`src/rtl/snn_pkg.sv`:
```
// Shared definitions for the SNN inference core: image geometry, LFSR constants,
// spike index type and the encoder state/output types.
package snn_pkg;
  localparam int DIM_X          = 14;
  localparam int DIM_Y          = 14;
  localparam int NUM_PIXELS_DEF = DIM_X * DIM_Y;

  localparam logic [7:0] LFSR_TAPS  = 8'hB8;
  localparam logic [7:0] LFSR_RESET = 8'h01;

  localparam int IDX_W = 8;
  typedef logic [IDX_W-1:0] idx_t;

  typedef enum logic [1:0] {
    ST_IDLE,
    ST_RUN,
    ST_DRAIN
  } enc_state_e;

  typedef struct packed {
    logic vld;
    idx_t idx;
  } spike_t;

  // One Galois step, right-shifting: the bit shifted out selects the tap mask.
  function automatic logic [7:0] lfsr_step(input logic [7:0] r);
    return r[0] ? ({1'b0, r[7:1]} ^ LFSR_TAPS) : {1'b0, r[7:1]};
  endfunction
endpackage

```
`src/rtl/spike_lfsr8.sv`:
```
// 8-bit Galois LFSR (period 255). Seed load wins over advance; a zero seed
// would lock the register, so it is mapped to the reset value.
module spike_lfsr8
  import snn_pkg::*;
(
  input  logic       clk,
  input  logic       rst,
  input  logic [7:0] seed_i,
  input  logic       set_seed_i,
  input  logic       adv_i,
  output logic [7:0] rand_o
);
  logic [7:0] lfsr_q;

  always_ff @(posedge clk) begin
    if (rst)             lfsr_q <= LFSR_RESET;
    else if (set_seed_i) lfsr_q <= (seed_i == 8'h00) ? LFSR_RESET : seed_i;
    else if (adv_i)      lfsr_q <= lfsr_step(lfsr_q);
  end

  assign rand_o = lfsr_q;
endmodule

```
`src/rtl/spike_encoder.sv`:
```
// Rate-coding spike encoder: one pass over the image SRAM per timestep, emitting
// the index of every pixel whose intensity beats a fresh LFSR value.
module spike_encoder
  import snn_pkg::*;
#(
  parameter int NUM_PIXELS  = NUM_PIXELS_DEF,
  parameter int ADDR_W      = 10,
  parameter int CNT_W       = 9,
  parameter bit FORCE_SPIKE = 1'b0
) (
  input  logic              clk,
  input  logic              rst,
  input  logic              start_i,
  input  logic [7:0]        seed_i,
  input  logic              set_seed_i,
  output logic [ADDR_W-1:0] img_addr_o,
  input  logic [7:0]        img_data_i,
  output logic              spike_valid_o,
  output logic [IDX_W-1:0]  spike_idx_o,
  input  logic              spike_ready_i,
  output logic              busy_o,
  output logic              done_o,
  output logic [CNT_W-1:0]  spike_count_o
);
  localparam idx_t LAST_IDX = idx_t'(NUM_PIXELS - 1);

  enc_state_e       state_q, state_d;
  idx_t             addr_q;
  logic [1:0]       vld_pipe;   // [0]: address on the bus, [1]: stage-1 pixel data on img_data_i
  idx_t             s1_idx;
  logic             s1_hold;
  logic [7:0]       s1_data;
  spike_t           out_q;
  logic [CNT_W-1:0] cnt_q;
  logic             done_q;

  logic [7:0] rand_v;
  logic [7:0] pix;
  logic       hit, xfer, stall, adv, start_ok, drain_done;

  spike_lfsr8 u_lfsr (
    .clk       (clk),
    .rst       (rst),
    .seed_i    (seed_i),
    .set_seed_i(set_seed_i),
    .adv_i     (adv),
    .rand_o    (rand_v)
  );

  // The address holds during a stall, so the read port already returns the next
  // pixel; the held pixel's value is kept locally in s1_data instead.
  assign pix        = s1_hold ? s1_data : img_data_i;
  assign hit        = vld_pipe[1] && (FORCE_SPIKE || (rand_v < pix));
  assign xfer       = out_q.vld && spike_ready_i;
  assign stall      = out_q.vld && !spike_ready_i && hit;
  assign adv        = vld_pipe[1] && !stall;
  assign start_ok   = (state_q == ST_IDLE) && start_i && !done_q;
  assign drain_done = (state_q == ST_DRAIN) && (!out_q.vld || xfer);

  always_comb begin
    state_d = state_q;
    case (state_q)
      ST_IDLE:  if (start_ok)         state_d = ST_RUN;
      ST_RUN:   if (vld_pipe == 2'b00) state_d = ST_DRAIN;
      ST_DRAIN: if (drain_done)       state_d = ST_IDLE;
      default:                        state_d = ST_IDLE;
    endcase
  end

  always_ff @(posedge clk) begin
    if (rst) state_q <= ST_IDLE;
    else     state_q <= state_d;
  end

  // Issue stage and stage-1 register
  always_ff @(posedge clk) begin
    if (rst) begin
      addr_q   <= '0;
      vld_pipe <= '0;
      s1_idx   <= '0;
      s1_hold  <= 1'b0;
      s1_data  <= '0;
    end else if (start_ok) begin
      addr_q   <= '0;
      vld_pipe <= 2'b01;
      s1_hold  <= 1'b0;
    end else if (state_q == ST_RUN) begin
      if (stall) begin
        if (!s1_hold) s1_data <= img_data_i;
        s1_hold <= 1'b1;
      end else begin
        s1_hold  <= 1'b0;
        vld_pipe <= {vld_pipe[0], vld_pipe[0] && (addr_q != LAST_IDX)};
        if (vld_pipe[0]) begin
          s1_idx <= addr_q;
          if (addr_q != LAST_IDX) addr_q <= addr_q + idx_t'(1);
        end
      end
    end else if (drain_done) begin
      addr_q <= '0;
    end
  end

  // Output register, spike counter and done pulse
  always_ff @(posedge clk) begin
    if (rst) begin
      out_q  <= '0;
      cnt_q  <= '0;
      done_q <= 1'b0;
    end else begin
      done_q <= drain_done;
      if (start_ok) cnt_q <= '0;
      if (adv && hit) begin
        out_q.vld <= 1'b1;
        out_q.idx <= s1_idx;
        cnt_q     <= cnt_q + CNT_W'(1);
      end else if (xfer) begin
        out_q.vld <= 1'b0;
      end
    end
  end

  assign img_addr_o    = ADDR_W'(addr_q);
  assign spike_valid_o = out_q.vld;
  assign spike_idx_o   = out_q.idx;
  assign busy_o        = (state_q != ST_IDLE);
  assign done_o        = done_q;
  assign spike_count_o = cnt_q;
endmodule

```
`config.mk`:
```
export PLATFORM = sky130hd
export DESIGN_NAME = spike_encoder
export DESIGN_NICKNAME = d
export VERILOG_FILES = /design/src/rtl/snn_pkg.sv /design/src/rtl/spike_lfsr8.sv /design/src/rtl/spike_encoder.sv
export SDC_FILE = /design/constraint.sdc
export NUM_CORES = 1
export LEC_CHECK = 0
export ABC_AREA = 1
export CAP_MARGIN = 20
export CORE_MARGIN = 4
export CORE_UTILIZATION = 52
export DETAILED_ROUTE_END_ITERATION = 16
export PLACE_DENSITY = 0.86
export SETUP_SLACK_MARGIN = 0.5
export SLEW_MARGIN = 20
export SYNTH_ARGS = -nofsm -noshare
export SYNTH_HDL_FRONTEND = slang
export SYNTH_SLANG_ARGS = --single-unit
```
`constraint.sdc`:
```
create_clock -name clk -period 2.9 [get_ports clk]
set_input_delay 0.87 -clock clk [delete_from_list [all_inputs] [get_ports clk]]
set_output_delay 0.87 -clock clk [all_outputs]
set_load 0.005 [all_outputs]
```
==> impl_metrics.py, run 1 <==
metrics = {
    "run_status": {
        "status": "finished clean",
    },
    "min_path": {
        "hp-class": "reg -> reg",
        "hold_depth": 2,
    },
    "logic_synthesis": {
        "asyncSetResetFlopFracSynth_pct": 0,
        "yosys_warnings": 0,
        "synth-main-ff-cell": "dfxtp_1",
        "synth.distinct_cells": 32,
        "syn-mean-instance-area_um2": 7.03,
        "synth_top_area_share_pct": 39.8,
        "synth.largest_area_cell": "dfxtp_1",
        "synth_common_cells": "nand2_1 (88), dfxtp_1 (56), nor2_1 (52)",
        "synth_edf_count": 0,
        "yosys.cell_count.top_type": "nand2_1",
        "synthCells": 400,
        "ys_top_cells_by_area": "dfxtp_1 (40%), nand2_1 (12%), a21oi_1 (8.2%), nor2_1 (6.9%), nand3_1 (6.0%)",
        "synth_area_um2": 2810,
        "ys_seq_area_share_pct": 39.8,
        "synth_seq_cells": 56,
    },
    "cts": {
        "clk_latency_ps": 320,
        "cts_sinks": 56,
        "ctsRootBufferMaster": "clkbuf_8",
        "cts_buffer_depth": 2,
        "h-tree-depth": 2,
        "cts_tree": "yes",
        "cts_buffers": 5,
        "path_clk_slew_ps": 110,
    },
    "finish": {
        "synthToLayoutAreaGrowth_pct": 45.2,
        "multi_input_area_um2": 1780,
        "register_area_um2": 1120,
        "diodes": 0,
        "final_util_pct": 79.0,
        "fill_cells": 293,
        "layout.nets": 508,
        "layout-drive-gt1-share_pct": 24.4,
    },
    "sta": {
        "rsz0062_at_grt": "false",
        "setup_tns_ps": 0,
        "slew_violations": 0,
        "fin_crit_ps": 2450,
        "max_slew_margin_pct": 46.3,
        "hold_viol_final": 0,
        "tightest_slew_ps": 803,
        "finalSetupViolCount": 0,
        "finalClockSkew_ps": 8.93,
        "min_period_over_period_pct": 84.3,
        "fmax_ghz": 0.409,
    },
    "drt": {
        "vias": 3218,
        "drt_wl_total_um": 9550,
        "drt-wirelength-per-cell_um": 17.4,
        "drc": 0,
        "ant_nets": 0,
        "drtPass1Iterations": 7,
        "viasPerCell": 5.86,
        "drt_iter0_drc": 315,
    },
    "power_and_ir_drop": {
        "ir_drop_mv": 0.326,
        "powerDensity_nw_per_um2": 392,
        "p_leak_nw": 1.56,
    },
    "setup_path": {
        "reg2reg_depth": 12,
        "crit_required_ps": 3130,
        "crit_arrival_ps": 2670,
        "r2r-end": "addr_q[2]$_SDFFE_PP0P_",
        "worst-r2r-setup-slack_ps": 490,
        "cp-endpoint": "addr_q[2]$_SDFFE_PP0P_",
        "crit_fanout": 7,
        "worst-setup-path-type": "in -> reg",
        "worst_path_largest_cell_delay_ps": 250,
        "critPathCaptureType": "flop",
        "cp-start-kind": "primary input",
        "crit_chain": "buf_2 -> mux2i_4 -> ha_4 -> nand4_1 -> nand3_2 -> a31oi_4 -> buf_4 -> nand4_1 -> buf_6 -> nand2_2 -> inv_4 -> nor2_1 -> nor2_1",
        "r2r_start": "s1_hold$_SDFFE_PP0P_",
        "crit_path_top_delay_cell": "ha_4",
        "startpoint": "img_data_i[5]",
    },
    "place": {
        "place.detailed.hpwl_um": 4820,
        "port_buffers": 48,
        "gp_congestion": 0.861,
    },
    "grt": {
        "antenna_found_initial": 0,
        "grt_pass1_vias": 2838,
        "grt_util_all_layers_pct": 24.7,
        "grt_max_degree": 44,
        "grt_pass1_wl_um": 13000,
        "grt-ovfl-total": 0,
    },
    "job": {
        "maxCapViolations": 0,
    },
    "floorplanning": {
        "core_area_um2": 5170,
        "fp.dieW_um": 81.6,
        "dieHeight_um": 81.6,
        "dieArea_um2": 6650,
        "fp-row-count": 26,
        "io_pins": 51,
        "start_util_pct": 54.4,
    },
}
-- sequential cells by signal (all words and copies together) (netlist names), 2 cells and up --
name           flops
state_q            2
u_lfsr.rand_o      8
spike_idx_o        8
addr_q             8
vld_pipe           2
spike_count_o      9
s1_data            8
s1_idx             8
-- cell families after synthesis --
family	after synthesis	share of synthesized area [%]
other cells	1	0.133
buf+inv	53	8.05
mux	7	2.49
flops	56	39.8
xor+xnor	8	2.49
fa+ha+maj	9	4.00
simple gates	202	31.0
compound gates	64	12.0
-- placed cells by master (no fill, tap or decap), types with 3 or more instances in the layout --
cell / instances
o21ai_0: 10
xnor2_1: 4
buf_6: 11
clkbuf_8: 5
xor2_1: 4
ha_4: 3
a21oi_2: 12
nand2_1: 81
clkinvlp_4: 3
nand4_1: 15
nor3_1: 5
nand3_2: 10
mux2i_4: 3
clkdlybuf4s50_1: 40
a21oi_1: 34
nor4_1: 3
dfxtp_1: 55
nor2_1: 43
mux2i_2: 4
buf_4: 27
ha_1: 5
nand3_4: 3
nand2_2: 7
inv_1: 29
nor2_2: 7
nand3_1: 21
-- cell type report --
type                       instances  share of cell area (%)
timing repair buffer              88                    21.1
multi-input combinational        292                    43.5
inverter                          33                    3.15
timing repair inverter             2                   0.368
tap                               70                    2.14
clock inverter                     3                   0.521
sequential                        56                    27.5
clock buffer                       5                    1.68
-- how the worst min path moves through the flow --
stage / startpoint / end / slack (ps)
6_report: spike_idx_o[3]$_SDFFE_PP0P_ / spike_idx_o[3]$_SDFFE_PP0P_ / 470
3_5_place_dp: s1_data[0]$_SDFFE_PP0P_ / s1_data[0]$_SDFFE_PP0P_ / 450
5_1_grt: spike_idx_o[2]$_SDFFE_PP0P_ / spike_idx_o[2]$_SDFFE_PP0P_ / 500
3_3_place_gp: s1_data[0]$_SDFFE_PP0P_ / s1_data[0]$_SDFFE_PP0P_ / 440
4_1_cts: s1_data[0]$_SDFFE_PP0P_ / s1_data[0]$_SDFFE_PP0P_ / 460
2_1_floorplan: s1_data[0]$_SDFFE_PP0P_ / s1_data[0]$_SDFFE_PP0P_ / 430
-- per-stage QoR --
stage          total power [W]  setup WS, ps  cells  hold WS (ps)  area, um2
3_5_place_dp           0.00106          -246    511           445       3370
6_report               0.00160           455    549           472       4090
4_1_cts                0.00152           512    543           460       3820
3_3_place_gp           0.00105         -37.1    511           437       3370
5_1_grt                0.00165           377    549           496       4090
2_1_floorplan         0.000972           468    401           429       2820
-- worst max-delay path, delay by kind of cell --
family	cells	cell delay, ps
compound gates	1	180
fa+ha+maj	1	250
buf+inv	4	530
mux	1	240
simple gates	6	590
-- routing by layer --
layer  vias to the layer above  share of wire (%)  GRT usage (%)
li1                       1480                  -              -
met5                         -                  0              0
met1                      1504                 38           31.2
met4                         0                4.9           9.46
met2                       184                 49           41.8
met3                        50                7.6           4.17
-- power breakdown --
part           leakage [nW]  switching, W  internal [W]
Combinational          1.06      0.000166      0.000150
Sequential            0.455     0.0000430      0.000790
Clock                0.0445      0.000278      0.000172
-- repair_timing --
item,4_1_cts,5_1_grt
gates resized for setup,58,52
setup endpoints to repair,52,50
cloned,4,0
hold buffers,0,0
buffers inserted,20,6
pin swaps,28,27
Note: power is estimated with default switching activity, not from simulation.
==> run 2: changes to the inputs <==
Settings changed: CORE_UTILIZATION 52 to 47, PLACE_DENSITY 0.86 to 0.83.
Clock period 2.9 ns to 2.2 ns, I/O delays scaled along.
==> impl_metrics.py, run 2 (same netlist as run 1, synthesis figures left out) <==
metrics = {
    "sta": {
        "tightest_slew_ps": 843,
        "fin_crit_ps": 2320,
        "finalSetupViolCount": 30,
        "fmax_ghz": 0.432,
        "max_slew_margin_pct": 43.6,
        "fin_ws_ps": -117,
        "rsz0062_at_grt": "true",
        "min_period_over_period_pct": 105,
        "hold_viol_final": 0,
        "slew_violations": 0,
        "finalClockSkew_ps": 16.9,
    },
    "power_and_ir_drop": {
        "combPwrFrac_pct": 21.4,
        "powerDensity_nw_per_um2": 482,
        "power_frac_seq_pct": 50.2,
        "p_leak_nw": 1.88,
        "clockPowerShare_pct": 28.4,
        "p_switching_w": 0.000653,
        "sw_frac_of_total_pct": 30.5,
        "total_power_w": 0.00214,
        "ir_drop_mv": 0.262,
        "p_int_w": 0.00148,
    },
    "drt": {
        "ant_nets": 0,
        "drtPass1Iterations": 5,
        "drt_wl_total_um": 9720,
        "drt_iter0_drc": 281,
        "drt-wirelength-per-cell_um": 16.8,
        "drc": 0,
        "vias": 3317,
        "viasPerCell": 5.75,
    },
    "cts": {
        "cts_buffer_depth": 2,
        "clk_latency_ps": 320,
        "cts_tree": "yes",
        "cts_buffers": 5,
        "hold_buffers": 0,
        "ctsRootBufferMaster": "clkbuf_8",
        "h-tree-depth": 2,
        "cts_sinks": 56,
        "path_clk_slew_ps": 110,
    },
    "floorplanning": {
        "core_area_um2": 5640,
        "dieArea_um2": 7290,
        "fp.dieW_um": 85.4,
        "io_pins": 51,
        "dieHeight_um": 85.4,
        "fp-row-count": 27,
        "start_util_pct": 49.9,
    },
    "setup_path": {
        "crit_buf_inv": 3,
        "crit_chain": "mux2i_2 -> ha_1 -> nand4_1 -> nand3_2 -> a31oi_4 -> buf_6 -> nand4_4 -> buf_6 -> buf_16 -> nand3_1 -> a21oi_1",
        "worst-setup-path-type": "reg -> reg",
        "cp-start-kind": "flop",
        "crit_required_ps": 2390,
        "cp.depth": 11,
        "crit_path_top_delay_cell": "dfxtp_4",
        "worst_path_dominant_cell_family": "simple AND/OR/NAND/NOR gates",
        "worst_path_largest_cell_delay_ps": 430,
        "crit_fanout": 4,
        "reg2reg_depth": 11,
        "critPathCaptureType": "flop",
        "crit_top_cell": "buf_6",
        "crit_arrival_ps": 2510,
    },
    "place": {
        "port_buffers": 48,
        "gp_congestion": 0.900,
        "place_worst_setup_slack_ps": -556,
        "place.detailed.hpwl_um": 4760,
        "postPlaceCellArea_um2": 3490,
    },
    "grt": {
        "grt_pass1_vias": 3025,
        "grt-ovfl-total": 0,
        "antenna_found_initial": 0,
        "grt_pass1_wl_um": 13800,
        "grt_util_all_layers_pct": 22.8,
        "grt_max_degree": 44,
    },
    "finish": {
        "multi_input_area_um2": 1860,
        "final_util_pct": 78.6,
        "diodes": 0,
        "largest_register_ffs": 9,
        "final_cell_area_um2": 4440,
        "layout-drive-gt1-share_pct": 38.0,
        "final_cell_mix": "nand2_1 (74), buf_4 (52), nor2_1 (41)",
        "synthToLayoutAreaGrowth_pct": 57.7,
        "layout.nets": 534,
        "fill_cells": 332,
        "final_common_cell": "nand2_1",
        "register_area_um2": 1170,
    },
    "min_path": {
        "hp-class": "reg -> reg",
        "hold_depth": 2,
    },
    "run_status": {
        "status": "finished, violations left",
        "violations": "negative setup slack",
    },
    "job": {
        "maxCapViolations": 0,
    },
}
run 2: cell types whose count changed in the layout (fill, tap and decap cells not counted), sizes merged:
| cell | delta |
|---|---|
| buf | +28 |
| clkdlybuf4s50 | -23 |
| clkinvlp | -2 |
| inv | +1 |
| dlygate4sd2 | +26 |
| dlymetal6s2s | -1 |
| clkdlybuf4s15 | -2 |
| clkinv | -1 |
run 2: per-layer routing:
layer / part of all wire (%) / GRT usage (%) / routed length (um) / vias to the layer above
li1: - / - / - / 1527
met1: 38 / 28.0 / 3650 / 1570
met2: 52 / 40.0 / 5050 / 184
met3: 7.2 / 3.01 / 698 / 36
met4: 3.2 / 9.21 / 312 / 0
met5: 0 / 0 / 0 / -
run 2: final timing paths:
check / from / to / slack (ps)
worst max-delay path: s1_hold$_SDFFE_PP0P_ / spike_count_o[5]$_SDFFE_PP0P_ / -120
worst min-delay path: s1_idx[1]$_SDFFE_PP0P_ / s1_idx[1]$_SDFFE_PP0P_ / 470
worst min register to register: s1_idx[1]$_SDFFE_PP0P_ / s1_idx[1]$_SDFFE_PP0P_ / 470
worst max register to register: s1_hold$_SDFFE_PP0P_ / spike_count_o[5]$_SDFFE_PP0P_ / -120
run 2: stage by stage:
stage               hold WS, ps  TNS (ps)  std cells
finish                      470     -1550        577
global route                484     -6010        577
CTS                         466         0        575
detailed placement          453    -25580        523
global placement            439    -21570        523
floorplan                   429      -192        401
run 2: cell type report:
type,instances,area share (%)
multi-input combinational,292,42.0
sequential,56,26.4
timing repair buffer,116,24.2
inverter,33,3.21
tap,72,2.03
clock buffer,5,1.55
clock inverter,3,0.564
run 2: repair_timing:
action | CTS | global route
setup buffers | 40 | 2
resized for setup | 116 | 73
setup endpoints to repair | 82 | 59
gates cloned | 4 | 0
pin swaps | 28 | 29
run 2: worst min-delay path: cells and delay by family, from the launching register on:
| kind | cells | cell delay [ps] |
|---|---|---|
| AO/OA/AOI/OAI | 1 | 50 |
| flip-flops | 1 | 330 |
| AND/OR/NAND/NOR | 1 | 60 |
run 2: power by group through the flow:
| stage | clock network, W | logic (W) | registers (W) |
|---|---|---|---|
| final | 0.000606 | 0.000458 | 0.00107 |
| after global placement | 0 | 0.000309 | 0.00110 |
| after detailed placement | 0 | 0.000314 | 0.00110 |
| after floorplan | 0 | 0.000197 | 0.00109 |
| after CTS | 0.000607 | 0.000379 | 0.00107 |
| after global routing | 0.000649 | 0.000497 | 0.00108 |
==> run 3: changes to the inputs <==
Settings changed: ABC_CLOCK_PERIOD_IN_PS set to 2600, CORE_UTILIZATION 47 to 52, PLACE_DENSITY 0.83 to 0.86.
Clock period 2.2 ns to 2.6 ns, I/O delays scaled along.
==> impl_metrics.py, run 3 (same netlist as run 1, synthesis figures left out) <==
metrics = {
    "run_status": {
        "status": "finished clean",
    },
    "grt": {
        "antenna_found_initial": 0,
        "grt_pass1_wl_um": 13500,
        "grt_max_degree": 44,
        "grt-ovfl-total": 0,
        "grt_pass1_vias": 2947,
        "grt_util_all_layers_pct": 26.0,
    },
    "setup_path": {
        "startpoint": "s1_hold$_SDFFE_PP0P_",
        "crit_top_cell": "nand2_1",
        "worst-r2r-setup-slack_ps": 130,
        "crit_arrival_ps": 2710,
        "worst_path_largest_cell_delay_ps": 470,
        "crit_path_top_delay_cell": "dfxtp_4",
        "reg2reg_depth": 14,
        "crit_buf_inv": 1,
        "cp-start-kind": "flop",
        "crit_chain": "buf_6 -> mux2i_4 -> ha_1 -> nand2_1 -> nand2_1 -> nand2_1 -> nand2_1 -> nand2_2 -> nand3_2 -> nand2_2 -> nand2_2 -> nand2_1 -> nand2_1 -> nor2_1",
        "r2r_start": "s1_hold$_SDFFE_PP0P_",
        "crit_fanout": 8,
        "crit_required_ps": 2840,
        "critPathCaptureType": "flop",
        "r2r-end": "u_lfsr.rand_o[2]$_SDFFE_PP0P_",
        "worst_path_dominant_cell_family": "simple AND/OR/NAND/NOR gates",
        "worst-setup-path-type": "reg -> reg",
    },
    "drt": {
        "drt-wirelength-per-cell_um": 18.0,
        "drt_wl_total_um": 9860,
        "vias": 3259,
        "ant_nets": 0,
        "drtPass1Iterations": 8,
        "drt_iter0_drc": 341,
        "viasPerCell": 5.95,
        "drc": 0,
    },
    "sta": {
        "finalClockSkew_ps": 10.5,
        "min_period_over_period_pct": 94.9,
        "finalSetupViolCount": 0,
        "max_slew_margin_pct": 44.1,
        "rsz0062_at_grt": "true",
        "tightest_slew_ps": 835,
        "fin_ws_ps": 132,
        "slew_violations": 0,
        "fmax_ghz": 0.405,
        "fin_crit_ps": 2470,
        "hold_viol_final": 0,
    },
    "power_and_ir_drop": {
        "total_power_w": 0.00180,
        "p_leak_nw": 1.62,
        "ir_drop_mv": 0.347,
        "powerDensity_nw_per_um2": 427,
    },
    "place": {
        "place_worst_setup_slack_ps": -279,
        "port_buffers": 48,
        "place.detailed.hpwl_um": 4990,
        "gp_congestion": 0.899,
    },
    "floorplanning": {
        "dieHeight_um": 81.6,
        "start_util_pct": 54.4,
        "io_pins": 51,
        "fp-row-count": 26,
        "core_area_um2": 5170,
        "dieArea_um2": 6650,
        "fp.dieW_um": 81.6,
    },
    "finish": {
        "layout-drive-gt1-share_pct": 28.7,
        "fill_cells": 280,
        "layout.nets": 506,
        "synthToLayoutAreaGrowth_pct": 50.2,
        "final_common_cell": "nand2_1",
        "largest_register_ffs": 9,
        "final_cell_mix": "nand2_1 (76), dfxtp_1 (42), nor2_1 (40)",
    },
    "job": {
        "maxCapViolations": 0,
    },
    "cts": {
        "cts_buffer_depth": 2,
        "cts_sinks": 56,
        "h-tree-depth": 2,
        "hold_buffers": 0,
        "ctsRootBufferMaster": "clkbuf_8",
        "clk_latency_ps": 320,
        "path_clk_slew_ps": 110,
        "cts_tree": "yes",
        "cts_buffers": 5,
    },
    "min_path": {
        "min_to": "spike_idx_o[2]$_SDFFE_PP0P_",
        "hold_start": "s1_idx[2]$_SDFFE_PP0P_",
        "hold_depth": 2,
        "hp-class": "reg -> reg",
    },
}
[run 3: report_power, final]
part | internal [W] | switching, W
sequential | 0.000883 | 0.0000465
combinational | 0.000169 | 0.000194
clock | 0.000197 | 0.000312
total | 0.00125 | 0.000553
[run 3: worst register-to-register path, cell delays in order, from the launching register on]
cell	delay, ps
dfxtp_4	470
buf_6	140
mux2i_4	240
ha_1	280
nand2_1	120
nand2_1	80
nand2_1	70
nand2_1	80
nand2_2	120
nand3_2	130
nand2_2	190
nand2_2	140
nand2_1	110
nand2_1	70
nor2_1	150
[run 3: cell type report]
type	count	area (um2)	area share, %
multi-input combinational	292	1840	43.5
tap	70	87.6	2.07
clock inverter	3	26.3	0.622
inverter	33	134	3.17
timing repair buffer	88	928	22.0
sequential	56	1140	27.0
clock buffer	5	68.8	1.63
antenna	1	2.50	0.0592
[run 3: stage by stage]
stage	hold WS [ps]	cell area [um2]	std cells	TNS (ps)	utilization, %
2_1_floorplan	429	2870	401	0	-
3_3_place_gp	438	3450	515	-6520	66.6
3_5_place_dp	453	3450	515	-11660	66.6
4_1_cts	468	3850	539	0	74.4
5_1_grt	494	4220	547	-83.1	81.6
6_report	478	4230	548	0	81.7
[run 3: repair_timing]
item	CTS	global route
cloned	3	1
gates resized for setup	64	69
pin swaps	29	29
buffers inserted	13	7
setup endpoints to repair	59	59
hold endpoints to repair	0	0
[run 3: routing by layer]
metal / vias up / track usage [%] / part of all wire (%)
met5: - / 0 / 0
met4: 0 / 10.5 / 4.3
met3: 57 / 4.17 / 7.3
met2: 215 / 47.2 / 51
met1: 1512 / 30.1 / 37
li1: 1475 / - / -
[run 3: worst max-delay path by stage]
stage | endpoint | slack (ps) | depth (start not counted)
2_1_floorplan | s1_data[1]$_SDFFE_PP0P_ | 260 | 9
3_3_place_gp | u_lfsr.rand_o[5]$_SDFFE_PP0P_ | -160 | 11
3_5_place_dp | u_lfsr.rand_o[4]$_SDFFE_PP0P_ | -280 | 11
4_1_cts | spike_count_o[0]$_SDFFE_PP0P_ | 310 | 12
5_1_grt | u_lfsr.rand_o[2]$_SDFFE_PP0P_ | -60 | 14
6_report | u_lfsr.rand_o[2]$_SDFFE_PP0P_ | 130 | 14
